**config.mk**
```make
export PLATFORM = sky130hd
export DESIGN_NAME = sync_gen
export DESIGN_NICKNAME = d
export VERILOG_FILES = /design/src/rtl/dscope_sync_pkg.sv /design/src/rtl/sync_gen_trig_sync.sv /design/src/rtl/sync_gen.sv
export SDC_FILE = /design/constraint.sdc
export NUM_CORES = 1
export LEC_CHECK = 0
export BUFFER_PORTS_ARGS = -buffer_cell sky130_fd_sc_hd__buf_4
export CAP_MARGIN = 20
export CORE_MARGIN = 2
export CORE_UTILIZATION = 50
export CTS_CLUSTER_DIAMETER = 30
export CTS_CLUSTER_SIZE = 28
export DETAILED_ROUTE_END_ITERATION = 12
export GPL_TIMING_DRIVEN = 0
export PLACE_DENSITY_LB_ADDON = 0.15
export SLEW_MARGIN = 10
export SYNTH_ARGS = -nofsm -noshare
export SYNTH_HDL_FRONTEND = slang
export SYNTH_SLANG_ARGS = --single-unit
export TNS_END_PERCENT = 30
```
**constraint.sdc**
```tcl
create_clock -name sys_clk -period 3.6 [get_ports sys_clk]
set_clock_uncertainty 0.15 [all_clocks]
set_input_delay 0.54 -clock sys_clk [delete_from_list [all_inputs] [get_ports sys_clk]]
set_output_delay 0.54 -clock sys_clk [all_outputs]
set_load 0.03 [all_outputs]
```
**src/rtl/dscope_sync_pkg.sv**
```systemverilog
// Shared definitions for the sync-strobe initiator and the multi-clock sync distributor bench.
package dscope_sync_pkg;

    typedef enum logic [1:0] {
        ST_IDLE  = 2'd0,
        ST_WAIT  = 2'd1,
        ST_PULSE = 2'd2,
        ST_HOLD  = 2'd3
    } sync_state_e;

    localparam int BURST_W     = 16;
    localparam int DEF_PULSE_W = 4;
    localparam int DEF_HOLDOFF = 16;

    function automatic logic [BURST_W-1:0] sat_inc(input logic [BURST_W-1:0] v);
        return (v == {BURST_W{1'b1}}) ? v : v + 16'd1;
    endfunction

endpackage

```
**src/rtl/sync_gen_trig_sync.sv**
```systemverilog
// Two-flop synchroniser plus rising-edge detector; emits a one-cycle pulse per external edge.
module trig_sync (
    input  logic sys_clk,
    input  logic rst,
    input  logic async_in,
    output logic pulse
);

    logic meta_r;
    logic sync_r;
    logic prev_r;
    logic pulse_r;

    // Synchronise the asynchronous input and register its rising edge.
    always_ff @(posedge sys_clk or posedge rst) begin
        if (rst) begin
            meta_r  <= 1'b0;
            sync_r  <= 1'b0;
            prev_r  <= 1'b0;
            pulse_r <= 1'b0;
        end else begin
            meta_r  <= async_in;
            sync_r  <= meta_r;
            prev_r  <= sync_r;
            pulse_r <= sync_r & ~prev_r;
        end
    end

    assign pulse = pulse_r;

endmodule

```
**src/rtl/sync_gen.sv**
```systemverilog
// Sync-strobe initiator: internal-period or external-trigger strobes with min width, hold-off and bursts.
// Define SYNC_GEN_EXT_TRIG_EN to compile in the external-trigger path (synchroniser, WAIT state, miss logic).
module sync_gen
    import dscope_sync_pkg::*;
#(
    parameter int PERIOD_W = 32,
    parameter int PULSE_W  = DEF_PULSE_W,
    parameter int HOLDOFF  = DEF_HOLDOFF
) (
    input  logic                sys_clk,
    input  logic                rst,
    input  logic                i_start,
    input  logic                i_stop,
    input  logic                i_ext_mode,
    input  logic [PERIOD_W-1:0] i_period,
    input  logic [BURST_W-1:0]  i_burst,
    input  logic                i_ext_trig,
    output logic                o_sync,
    output logic                o_busy,
    output logic                o_done,
    output logic                o_missed,
    output logic [PERIOD_W-1:0] o_sync_cnt,
    output logic [BURST_W-1:0]  o_miss_cnt
);

    localparam logic [PERIOD_W-1:0] MIN_PERIOD = PERIOD_W'(PULSE_W + HOLDOFF);
    localparam logic [PERIOD_W-1:0] PULSE_END  = PERIOD_W'(PULSE_W - 1);
    localparam logic [PERIOD_W-1:0] HOLD_END   = PERIOD_W'(PULSE_W + HOLDOFF - 1);
    localparam logic [PERIOD_W-1:0] ONE        = PERIOD_W'(1);

    sync_state_e         state_r;
    logic                ext_mode_r;
    logic [PERIOD_W-1:0] period_r;
    logic [BURST_W-1:0]  burst_r;
    logic [PERIOD_W-1:0] cnt_r;
    logic                stop_pend_r;
    logic                sync_r;
    logic                busy_r;
    logic                done_r;
    logic [PERIOD_W-1:0] sync_cnt_r;

    logic                trig_s;
    logic                mode_s;
    logic                start_acc_s;
    logic                burst_hit_s;
    logic [PERIOD_W-1:0] eff_period_s;

`ifdef SYNC_GEN_EXT_TRIG_EN
    logic               missed_r;
    logic [BURST_W-1:0] miss_cnt_r;

    trig_sync u_trig_sync (
        .sys_clk  (sys_clk),
        .rst      (rst),
        .async_in (i_ext_trig),
        .pulse    (trig_s)
    );

    assign mode_s = i_ext_mode;

    // Rejected-edge reporting: edges detected while a strobe or its hold-off is in progress.
    always_ff @(posedge sys_clk or posedge rst) begin
        if (rst) begin
            missed_r   <= 1'b0;
            miss_cnt_r <= {BURST_W{1'b0}};
        end else begin
            missed_r <= 1'b0;
            if (start_acc_s) begin
                miss_cnt_r <= {BURST_W{1'b0}};
            end else if (trig_s && ext_mode_r && (state_r == ST_PULSE || state_r == ST_HOLD)) begin
                missed_r   <= 1'b1;
                miss_cnt_r <= sat_inc(miss_cnt_r);
            end else begin
                miss_cnt_r <= miss_cnt_r;
            end
        end
    end

    assign o_missed   = missed_r;
    assign o_miss_cnt = miss_cnt_r;
`else
    logic unused_ext_s;

    assign unused_ext_s = i_ext_mode ^ i_ext_trig;
    assign trig_s       = 1'b0;
    assign mode_s       = 1'b0;
    assign o_missed     = 1'b0;
    assign o_miss_cnt   = {BURST_W{1'b0}};
`endif

    assign start_acc_s = i_start & ~i_stop & (state_r == ST_IDLE);
    assign burst_hit_s = (burst_r != 16'd0) && (sync_cnt_r == PERIOD_W'(burst_r));

    // Clamp the requested period (including zero) up to the minimum pulse-plus-hold-off spacing.
    always_comb begin
        eff_period_s = i_period;
        if (i_period < MIN_PERIOD) begin
            eff_period_s = MIN_PERIOD;
        end else begin
            eff_period_s = i_period;
        end
    end

    // Main strobe sequencer; cnt_r counts cycles since the current pulse began.
    always_ff @(posedge sys_clk or posedge rst) begin
        if (rst) begin
            state_r     <= ST_IDLE;
            ext_mode_r  <= 1'b0;
            period_r    <= {PERIOD_W{1'b0}};
            burst_r     <= {BURST_W{1'b0}};
            cnt_r       <= {PERIOD_W{1'b0}};
            stop_pend_r <= 1'b0;
            sync_r      <= 1'b0;
            busy_r      <= 1'b0;
            done_r      <= 1'b0;
            sync_cnt_r  <= {PERIOD_W{1'b0}};
        end else begin
            done_r <= 1'b0;
            case (state_r)
                ST_IDLE: begin
                    if (start_acc_s) begin
                        ext_mode_r  <= mode_s;
                        period_r    <= eff_period_s;
                        burst_r     <= i_burst;
                        cnt_r       <= {PERIOD_W{1'b0}};
                        stop_pend_r <= 1'b0;
                        busy_r      <= 1'b1;
                        if (mode_s) begin
                            state_r    <= ST_WAIT;
                            sync_cnt_r <= {PERIOD_W{1'b0}};
                        end else begin
                            state_r    <= ST_PULSE;
                            sync_r     <= 1'b1;
                            sync_cnt_r <= ONE;
                        end
                    end
                end
`ifdef SYNC_GEN_EXT_TRIG_EN
                ST_WAIT: begin
                    if (i_stop) begin
                        state_r <= ST_IDLE;
                        busy_r  <= 1'b0;
                        done_r  <= 1'b1;
                    end else if (trig_s) begin
                        state_r    <= ST_PULSE;
                        sync_r     <= 1'b1;
                        cnt_r      <= {PERIOD_W{1'b0}};
                        sync_cnt_r <= sync_cnt_r + ONE;
                    end
                end
`endif
                ST_PULSE: begin
                    cnt_r       <= cnt_r + ONE;
                    stop_pend_r <= stop_pend_r | i_stop;
                    if (cnt_r == PULSE_END) begin
                        sync_r <= 1'b0;
                        if (stop_pend_r | i_stop) begin
                            state_r <= ST_IDLE;
                            busy_r  <= 1'b0;
                            done_r  <= 1'b1;
                        end else begin
                            state_r <= ST_HOLD;
                        end
                    end
                end
                ST_HOLD: begin
                    if (i_stop || (cnt_r == HOLD_END && burst_hit_s)) begin
                        state_r <= ST_IDLE;
                        busy_r  <= 1'b0;
                        done_r  <= 1'b1;
                    end else if (cnt_r == HOLD_END && ext_mode_r) begin
                        state_r <= ST_WAIT;
                    end else if (!ext_mode_r && cnt_r == period_r - ONE) begin
                        state_r    <= ST_PULSE;
                        sync_r     <= 1'b1;
                        cnt_r      <= {PERIOD_W{1'b0}};
                        sync_cnt_r <= sync_cnt_r + ONE;
                    end else begin
                        cnt_r <= cnt_r + ONE;
                    end
                end
                default: begin
                    state_r <= ST_IDLE;
                    sync_r  <= 1'b0;
                    busy_r  <= 1'b0;
                end
            endcase
        end
    end

    assign o_sync     = sync_r;
    assign o_busy     = busy_r;
    assign o_done     = done_r;
    assign o_sync_cnt = sync_cnt_r;

endmodule

```
==> results.txt, run 1 <==
Tmin final - 3.768 ns
violated checks - setup timing
Final GP Congestion - 0.8816
clock root cell - clkbuf_16
post-synthesis adder-cell area fraction - 1.145%
Critical Path Fanout Max - 6
vias per std cell - 6.030
simple logic cell fraction of the synthesized area - 26.86%
CP endpoint kind - flip-flop
Post-Place Worst Slack - -1.106 ns
Power Dens Cells - 687.7 nW/um2
Post-DP Area - 8653 um2
synthesis-to-layout area growth - 31.77%
global-route wire length before repair - 35710 um
critical path cell sequence - buf_4, nor4_4, buf_4, nand4_4, buf_6, nor2_4, xnor2_2, or3_1, or4_4, or4_4, or3_4, a21oi_2
Mapped Area - 7649 um2
main combinational cell family by area after synthesis - simple AND/OR/NAND/NOR gates
ANT cells - 0
XOR/XNOR share of the synthesized area - 6.985%
total grt overflow - 0
Worst setup SP type - flip-flop
worst endpoint required time - 3.80 ns
total number of vias - 7345
clock-pin slew on the worst setup and hold paths - 0.06 ns
die area - 16300 um2
Lkg Pwr - 4.329 nW
HPWL after DPL - 15740 um
clk sinks - 118
Hold WC Path Type - in -> reg
core area - 15090 um2
I/O pins - 106
Die W - 127.7 um
outcome - finished, violations left
multiplexer share of the synthesized area - 8.048%
Final Net Count - 1078
final instance area - 10080 um2
Die H - 127.7 um
CTS tree - yes
H-tree depth - 4
RSZ-0062 raised after global routing - true
Rows - 45
Max-Cap Viols - 0
Post-DRT Antenna Nets - 0
Synth area leader - dfrtp_1
filler instances - 1207
Starting Density - 50.69%
initial DRC count - 667
Rel. slew slack - 49.24%
Slowest-stage cell, CP - or4_4
Yosys cell types - 67
# DRC - 0
initial antenna violation count - 0
Seq cells post-synth - 118
Hold Vio Cnt, Final - 0
vias in the first global route - 6874
routed len/inst - 18.48 um
FMAX - 265.4 MHz
CTS max path bufs - 2
Post-synth EDFFs - 0
largest net degree at the start of global routing - 39
GRT Util Overall - 27.67%
Max VDD drop - 464.4 uV
PnR worst setup slack - -0.1681 ns
Setup Viol. Count Final - 13
Reg area - 2959 um2
Synth top area share - 38.61%
Port Buf Inserts - 86
register area share after synthesis - 38.61%
Synth Instances - 857
CTS Buf Count - 17
Slew Limit Fails - 0
layout cells sized above 1 - 30.39%
fraction of registers with async set/reset - 100.0%
Setup CP Type - reg -> reg
TritonRoute pass-1 iters - 7
worst-margin pin slew - 0.7556 ns
crit path DAT - 3.97 ns
Mean Syn Cell Area - 8.925 um2
ys flop type - dfrtp_1
multi-input combinational cell area - 4757 um2
most frequent cells in the layout - buf_4 (140), dfrtp_1 (113), nand2_1 (96)
yosys warns - 0
period utilization - 104.7%
Routed WL - 22500 um
crit-path max cell delay - 0.61 ns
clock latency at the later pin of the worst-skew pair - 0.43 ns
Synth Area in Compound Gates - 13.27%
synth top area cells - dfrtp_1 (39%), mux2_2 (6.5%), nand2_1 (4.8%), xnor2_1 (3.9%), xor2_1 (3.1%)
most common cell after layout, fill and taps aside - buf_4
-- final cells by class --
| cell class | count | area share (%) |
|---|---|---|
| plain buffers | 58 | 3.426 |
| clock buffers | 23 | 4.842 |
| clock inverters | 9 | 1.688 |
| inverters | 20 | 0.7821 |
| multi-input cells | 671 | 47.20 |
| flip-flops and latches | 118 | 29.36 |
| well taps | 188 | 2.334 |
| repair buffers | 131 | 10.37 |
-- report_power, final --
| group | total [W] | switching, W | leakage, nW | internal (W) |
|---|---|---|---|---|
| clock network | 0.00192 | 0.000622 | 0.327 | 0.00130 |
| registers | 0.00217 | 0.000508 | 1.53 | 0.00167 |
| logic | 0.00284 | 0.00157 | 2.48 | 0.00127 |
| total | 0.00693 | 0.00270 | 4.33 | 0.00423 |
-- cells by family after synthesis --
family | after synthesis
flip-flops | 118
other | 1
buffers and inverters | 84
adder cells (fa/ha/maj) | 7
XOR/XNOR | 61
AO/OA/AOI/OAI | 156
multiplexers | 56
AND/OR/NAND/NOR | 374
-- worst max-delay path, delay by kind of cell, from the launching register on --
kind                      cells  cell delay [ns]
and+or+nand+nor               7             2.37
buffers and inverters         3             0.52
DFF                           1             0.43
AOI/OAI and AO/OA             1             0.13
xor gates and xnor gates      1             0.09
-- Yosys cell counts, types with 5 or more instances --
cell / number
nand3_1: 38
o211ai_1: 26
inv_1: 20
nor3_1: 28
and2_1: 6
and3_1: 20
a21oi_1: 31
a31oi_1: 7
or3_1: 14
xor2_1: 27
or2_2: 7
ha_1: 7
nor2b_1: 8
xnor2_1: 34
clkbuf_1: 44
nor2_1: 38
mux2i_1: 12
o31ai_1: 8
dfrtp_1: 118
nand2b_1: 16
nand4_1: 23
nand3b_1: 9
nor4_1: 31
o22ai_1: 8
buf_4: 18
mux2_2: 44
o221ai_1: 5
nand2_1: 97
o21ai_0: 37
or4_1: 12
nand4b_1: 6
-- metrics by stage --
stage	util, %	hold slack, ns	setup TNS (ns)	total power [W]	std cells
4_1_cts	63.99	0.1944	-0.1479	0.006578	1202
6_report	66.79	0.1987	-0.9997	0.006931	1218
3_5_place_dp	57.35	0.3664	-53.47	0.004400	1150
5_1_grt	66.79	0.1877	-3.837	0.007293	1218
3_3_place_gp	56.95	0.3457	-51.93	0.004374	1147
2_1_floorplan	-	0.3495	-0.2291	0.003721	873
-- final timing paths --
path,slack [ns],end,depth (start not counted),start
max,-0.17,o_sync_cnt[14],12,period_r[1]
min,0.20,burst_r[11],2,i_burst[11]
max reg2reg,-0.17,o_sync_cnt[14],12,period_r[1]
min reg2reg,0.38,o_busy,1,o_busy
max in group asynchronous,1.98,period_r[7],5,rst
min in group asynchronous,0.53,o_done,3,rst
-- metal layers --
layer	vias up	share of wire (%)	GRT usage, %
li1	3454	-	-
met1	3553	44	37.44
met2	289	48	44.35
met3	49	5.1	5.843
met4	0	2.4	9.502
met5	-	0	0
-- what timing repair did --
action                                  4_1_cts  5_1_grt
endpoints found under the hold margin        14        0
endpoints found under the setup margin       67       67
hold buffers                                  1        0
buffers inserted                             20       19
cloned                                        0        2
pin swaps                                    15       30
resized for setup                            47       79
-- registers in the layout, indices dropped and copies added, names as in the netlist --
| name | count |
|---|---|
| cnt_r | 32 |
| state_r | 2 |
| period_r | 32 |
| burst_r | 16 |
| o_busy | 1 |
| stop_pend_r | 1 |
| o_done | 1 |
| o_sync | 1 |
| o_sync_cnt | 32 |
(Power assumes the default switching activity.)
==> run 2: changes to the inputs <==
PLACE_DENSITY = 0.86   (was default)
PLACE_DENSITY_LB_ADDON = default   (was 0.15)
==> run 2 against run 1 <==
Against the previous run:
- the flow still finishes with violations (setup timing)
- critical path depth is 3 higher
- worst setup slack lost 0.042 ns
- core utilization shrank 0.15 points
- global-route usage is 1.9 points higher
- sequential power is 3% higher
==> results.txt, run 2 (synthesized netlist as in run 1, its figures left out) <==
most common cell after layout, fill and taps aside - buf_4
Port Buf Inserts - 86 (unchanged)
synthesis-to-layout area growth - 31.47%
CTS max path bufs - 2 (unchanged)
crit-path max cell delay - 0.50 ns (-0.11 ns)
clock-pin slew on the worst setup and hold paths - 0.06 ns (about the same)
RSZ-0062 raised after global routing - true
HPWL after DPL - 16410 um (+4.3%)
Tmin final - 3.810 ns (+0.04193 ns)
hold-fix buffers at CTS - 0 (-1)
Routed WL - 25140 um (+12%)
Hold Vio Cnt, Final - 0 (unchanged)
Hold WC Path Type - in -> async
CP dominant cell by count - buf_6
Post-DP Area - 8653 um2 (unchanged)
Final GP Congestion - 0.9292 (+5.4%)
clock root cell - clkbuf_16
vias per std cell - 6.502 (+7.8%)
CTS Buf Count - 17 (unchanged)
Lkg Pwr - 4.318 nW (-0.26%)
FMAX - 262.5 MHz (-1.1%)
period utilization - 105.8% (+1.2 points)
# DRC - 0 (unchanged)
CTS tree - yes
Starting Density - 50.69% (unchanged)
final hold slack - 0.01438 ns (-0.1844 ns)
Post-DRT Antenna Nets - 0 (unchanged)
Slew Limit Fails - 0 (unchanged)
Slowest-stage cell, CP - or4bb_4
H-tree depth - 4 (unchanged)
Die H - 127.7 um (unchanged)
final instance area - 10060 um2 (-0.22%)
clock latency at the later pin of the worst-skew pair - 0.43 ns (about the same)
largest net degree at the start of global routing - 37 (-5.1%)
most frequent cells in the layout - buf_4 (137), dfrtp_1 (111), nand2_1 (94)
vias in the first global route - 7212 (+4.9%)
initial antenna violation count - 0 (unchanged)
layout cells sized above 1 - 30.87% (+0.49 points)
Setup Viol. Count Final - 40 (+27)
Rows - 45 (unchanged)
TritonRoute pass-1 iters - 7 (unchanged)
clk sinks - 118 (unchanged)
total number of vias - 7920 (+7.8%)
crit path DAT - 4.02 ns (+0.05 ns)
Max VDD drop - 534.9 uV (+15%)
Max-Cap Viols - 0 (unchanged)
Die W - 127.7 um (unchanged)
Rel. slew slack - 47.31% (-1.9 points)
Power Dens Cells - 685.8 nW/um2 (-0.28%)
I/O pins - 106 (unchanged)
outcome - finished, violations left
critical path cell sequence - inv_2, ha_4, nor3b_4, buf_6, buf_6, nand2_4, nor3_2, xnor2_1, or4bb_4, nor4_4, buf_4, nand3b_1, clkbuf_8, or4_1, o21ai_1
GRT Util Overall - 29.61% (+1.9 points)
CP endpoint kind - flip-flop
violated checks - setup timing
PnR worst setup slack - -0.2101 ns (-0.04193 ns)
worst endpoint required time - 3.81 ns (about the same)
routed len/inst - 20.64 um (+12%)
die area - 16300 um2 (unchanged)
total grt overflow - 0 (unchanged)
Worst setup SP type - flip-flop
initial DRC count - 1211 (+82%)
ANT cells - 0 (unchanged)
global-route wire length before repair - 37730 um (+5.7%)
core area - 15090 um2 (unchanged)
worst-margin pin slew - 0.7903 ns (+0.03465 ns)
Critical Path Fanout Max - 6 (unchanged)
Final Net Count - 1078 (unchanged)
Setup CP Type - reg -> reg
run 2: changes by cell type in the layout (fill, tap and decap cells not counted), moves of 3 or more:
cell | before | now
buf_4 | 140 | 137
clkbuf_8 | 4 | 1
clkinv_2 | 4 | 1
o21ai_1 | 7 | 13
clkinvlp_4 | 1 | 5
nor2_2 | 0 | 3
bufinv_16 | 5 | 2
o21ai_0 | 26 | 21
inv_6 | 0 | 5
run 2: worst paths after layout:
path	slack, ns	depth (start not counted)	start	endpoint
max in group asynchronous	2.44	4	rst	period_r[5]
min	0.01	2	rst	period_r[10]
min reg2reg	0.36	2	o_sync	o_sync
max	-0.21	15	period_r[0]	o_sync_cnt[9]
max reg2reg	-0.21	15	period_r[0]	o_sync_cnt[9]
min in group sys_clk	0.18	2	i_period[0]	period_r[0]
run 2: per-stage QoR:
step	total power, W	worst slack (ns)	TNS, ns	std cells	util, %
6_report	0.006896	-0.2101	-2.868	1218	66.64
5_1_grt	0.007196	-0.2784	-7.598	1218	66.64
4_1_cts	0.006490	-0.07735	-0.1422	1199	64.09
3_5_place_dp	0.004421	-1.011	-53.07	1150	57.35
3_3_place_gp	0.004341	-1.028	-51.15	1147	56.95
2_1_floorplan	0.003721	-0.07636	-0.2291	873	-
run 2: power by group:
part	switching, W	internal [W]
Combinational	0.00164	0.00127
Sequential	0.000569	0.00167
Clock	0.000707	0.00104
Total	0.00292	0.00398
run 2: cell type report:
cell class,count,area [um2]
fill,1102,5034
multi-input combinational,672,4786
sequential,118,2962
timing repair buffer,130,1051
clock buffer,17,425.4
buffer,58,347.8
tap,188,235.2
clock inverter,15,170.2
inverter,20,78.83
run 2: what timing repair did:
| action | in CTS | in global routing |
|---|---|---|
| pin swaps | 21 | 37 |
| cloned | 2 | 2 |
| setup endpoints to repair | 67 | 66 |
| setup buffers | 19 | 20 |
| resized for setup | 67 | 73 |
run 2: per-layer routing:
metal	vias up	wire (um)	track usage, %
li1	3455	-	-
met1	3823	9880	40.56
met2	526	11570	45.89
met3	116	2777	7.596
met4	0	909	10.21
met5	-	0	0
run 2: worst max-delay path: cells and delay by family (launching register included):
kind            cells  cell delay [ns]
xor+xnor            1             0.19
compound gates      1             0.09
flops               1             0.46
fa+ha+maj           1             0.15
simple gates        7             1.93
buf+inv             5             0.77
==> run 3: changes to the inputs <==
SETUP_SLACK_MARGIN = 0.1   (was default)
==> run 3 against run 2 <==
Against the previous run:
- the flow still finishes with violations (setup timing)
- critical path depth is 3 lower
- critical path type unchanged
- die area unchanged
- clock power barely moved
- worst hold slack better by 0.00087 ns
- register-to-register slack worse by 0.08 ns
- design area is 0.75% higher
- largest cell class unchanged
- count of clock-buffer cells in the layout stayed put
- maximum frequency decreased by 2.0%
- wire length decreased by 0.22%
- first-iteration DRC count up 3.1%
- combinational power about the same
- final cell count barely moved
==> results.txt, run 3 (synthesized netlist as in run 1, its figures left out) <==
CTS Buf Count - 17 (unchanged)
Lkg Pwr - 4.301 nW (-0.38%)
Hold WC Path Type - in -> async
Final GP Congestion - 0.9292 (unchanged)
Setup CP Type - reg -> reg
initial antenna violation count - 1 (+1)
DP Cell Count - 1150 (unchanged)
most common cell after layout, fill and taps aside - buf_4
CTS max path bufs - 2 (unchanged)
clock latency at the later pin of the worst-skew pair - 0.43 ns (about the same)
FMAX - 257.3 MHz (-2.0%)
Post-DRT Antenna Nets - 0 (unchanged)
Worst setup SP type - flip-flop
Tmin final - 3.886 ns (+0.07596 ns)
clock-pin slew on the worst setup and hold paths - 0.07 ns (about the same)
Rows - 45 (unchanged)
# DRC - 0 (unchanged)
Clock Power Share - 25.4% (about the same)
clock root cell - clkbuf_16
Sw Ratio - 42.35% (about the same)
setup TNS - -2.921 ns (-0.05212 ns)
Starting Density - 50.69% (unchanged)
initial DRC count - 1249 (+3.1%)
routed len/inst - 20.61 um (-0.14%)
Reg power frac - 32.3% (about the same)
period utilization - 107.9% (+2.1 points)
vias in the first global route - 7323 (+1.5%)
RSZ-0062 raised after global routing - true
core area - 15090 um2 (unchanged)
die area - 16300 um2 (unchanged)
CTS tree - yes
Final Net Count - 1076 (-0.19%)
Layout Cells excl Fill - 1217 (-0.082%)
P_sw - 0.002907 W (-0.41%)
worst endpoint required time - 3.79 ns (-0.02 ns)
Max-Cap Viols - 0 (unchanged)
TritonRoute pass-1 iters - 6 (-1)
Max VDD drop - 530.7 uV (-0.79%)
Setup Viol. Count Final - 38 (-5.0%)
most frequent cells in the layout - buf_4 (134), dfrtp_1 (111), nand2_1 (93)
HPWL after DPL - 16410 um (unchanged)
Hold Vio Cnt, Final - 0 (unchanged)
Final Power - 0.006864 W (-0.46%)
layout cells sized above 1 - 31.52% (+0.64 points)
global-route wire length before repair - 38130 um (+1.1%)
Die W - 127.7 um (unchanged)
Die H - 127.7 um (unchanged)
I/O pins - 106 (unchanged)
Port Buf Inserts - 86 (unchanged)
CP endpoint kind - flip-flop
Post-DP Area - 8653 um2 (unchanged)
clk sinks - 118 (unchanged)
H-tree depth - 4 (unchanged)
final instance area - 10130 um2 (+0.75%)
Critical Path Fanout Max - 7 (+1)
violated checks - setup timing
Routed WL - 25080 um (-0.22%)
worst-margin pin slew - 0.8187 ns (+0.02837 ns)
GRT Util Overall - 29.82% (+0.22 points)
filler instances - 1065 (-3.4%)
internal power - 0.003957 W (-0.49%)
outcome - finished, violations left
total number of vias - 7915 (-0.063%)
PnR worst setup slack - -0.2860 ns (-0.07595 ns)
Power Dens Cells - 677.6 nW/um2 (-1.2%)
vias per std cell - 6.504 (about the same)
total grt overflow - 0 (unchanged)
Slew Limit Fails - 0 (unchanged)
Comb pwr share - 42.4% (about the same)
crit path DAT - 4.08 ns (+0.06 ns)
Rel. slew slack - 45.42% (-1.9 points)
largest net degree at the start of global routing - 37 (unchanged)
synthesis-to-layout area growth - 32.46%
==> run 3: changes by cell type in the layout (fill, tap and decap cells not counted), sizes merged <==
cell,previous run,this run
buf,153,151
diode,0,1
==> run 3: worst paths after layout <==
| kind | startpoint | endpoint | slack [ns] | depth (start not counted) |
|---|---|---|---|---|
| hold reg to reg | o_sync | o_sync | 0.35 | 2 |
| max in group asynchronous | rst | period_r[5] | 2.45 | 4 |
| setup reg to reg | period_r[1] | o_sync_cnt[12] | -0.29 | 12 |
| setup / recovery | period_r[1] | o_sync_cnt[12] | -0.29 | 12 |
| hold / removal | rst | period_r[10] | 0.02 | 2 |
| min in group sys_clk | i_period[0] | period_r[0] | 0.18 | 2 |
==> run 3: metrics by stage <==
stage	hold WS (ns)	util (%)	worst slack, ns
after global routing	0.06126	67.14	-0.2892
after CTS	0.03182	64.70	-0.06498
after floorplan	0.3495	-	-0.07636
after global placement	0.3514	56.95	-1.028
after detailed placement	0.3483	57.35	-1.011
final	0.01524	67.14	-0.2860
==> run 3: cell type report <==
| cell class | count | area, um2 | area share (%) |
|---|---|---|---|
| antenna | 1 | 2.502 | 0.02470 |
| buffer | 59 | 366.6 | 3.619 |
| clock buffer | 17 | 425.4 | 4.199 |
| clock inverter | 15 | 170.2 | 1.680 |
| inverter | 20 | 78.83 | 0.7781 |
| multi-input combinational | 672 | 4841 | 47.78 |
| sequential | 118 | 2962 | 29.23 |
| tap | 188 | 235.2 | 2.322 |
| timing repair buffer | 127 | 1050 | 10.36 |
==> run 3: layer usage <==
metal | global-route usage (%) | part of all wire [%] | vias to the layer above
met3 | 7.888 | 12 | 111
met2 | 44.86 | 45 | 577
met4 | 12.80 | 4.1 | 0
met1 | 40.83 | 39 | 3773
li1 | - | - | 3454
met5 | 0 | 0 | -
==> run 3: power groups by stage <==
stage / registers, W / logic [W] / clock network (W)
detailed placement: 0.00213 / 0.00229 / 0
global placement: 0.00210 / 0.00224 / 0
global route: 0.00226 / 0.00310 / 0.00181
CTS: 0.00219 / 0.00261 / 0.00174
floorplan: 0.00203 / 0.00169 / 0
finish: 0.00222 / 0.00291 / 0.00174
==> run 3: timing repair <==
action,CTS,global route
pin swaps,29,37
resized for setup,91,63
hold buffers,0,0
buffers inserted,22,12
setup endpoints to repair,67,67
gates cloned,2,3
==> run 3: critical path: stages, from the launching register on <==
cell and delay, ns:
dfrtp_2 0.46, inv_2 0.09, ha_4 0.17, nor3b_4 0.27, buf_6 0.15, nand4_1 0.16, a21oi_2 0.17, a31oi_2 0.07
or3_1 0.41, or4_4 0.59, or4_4 0.51, or3_1 0.39, a21oi_1 0.21
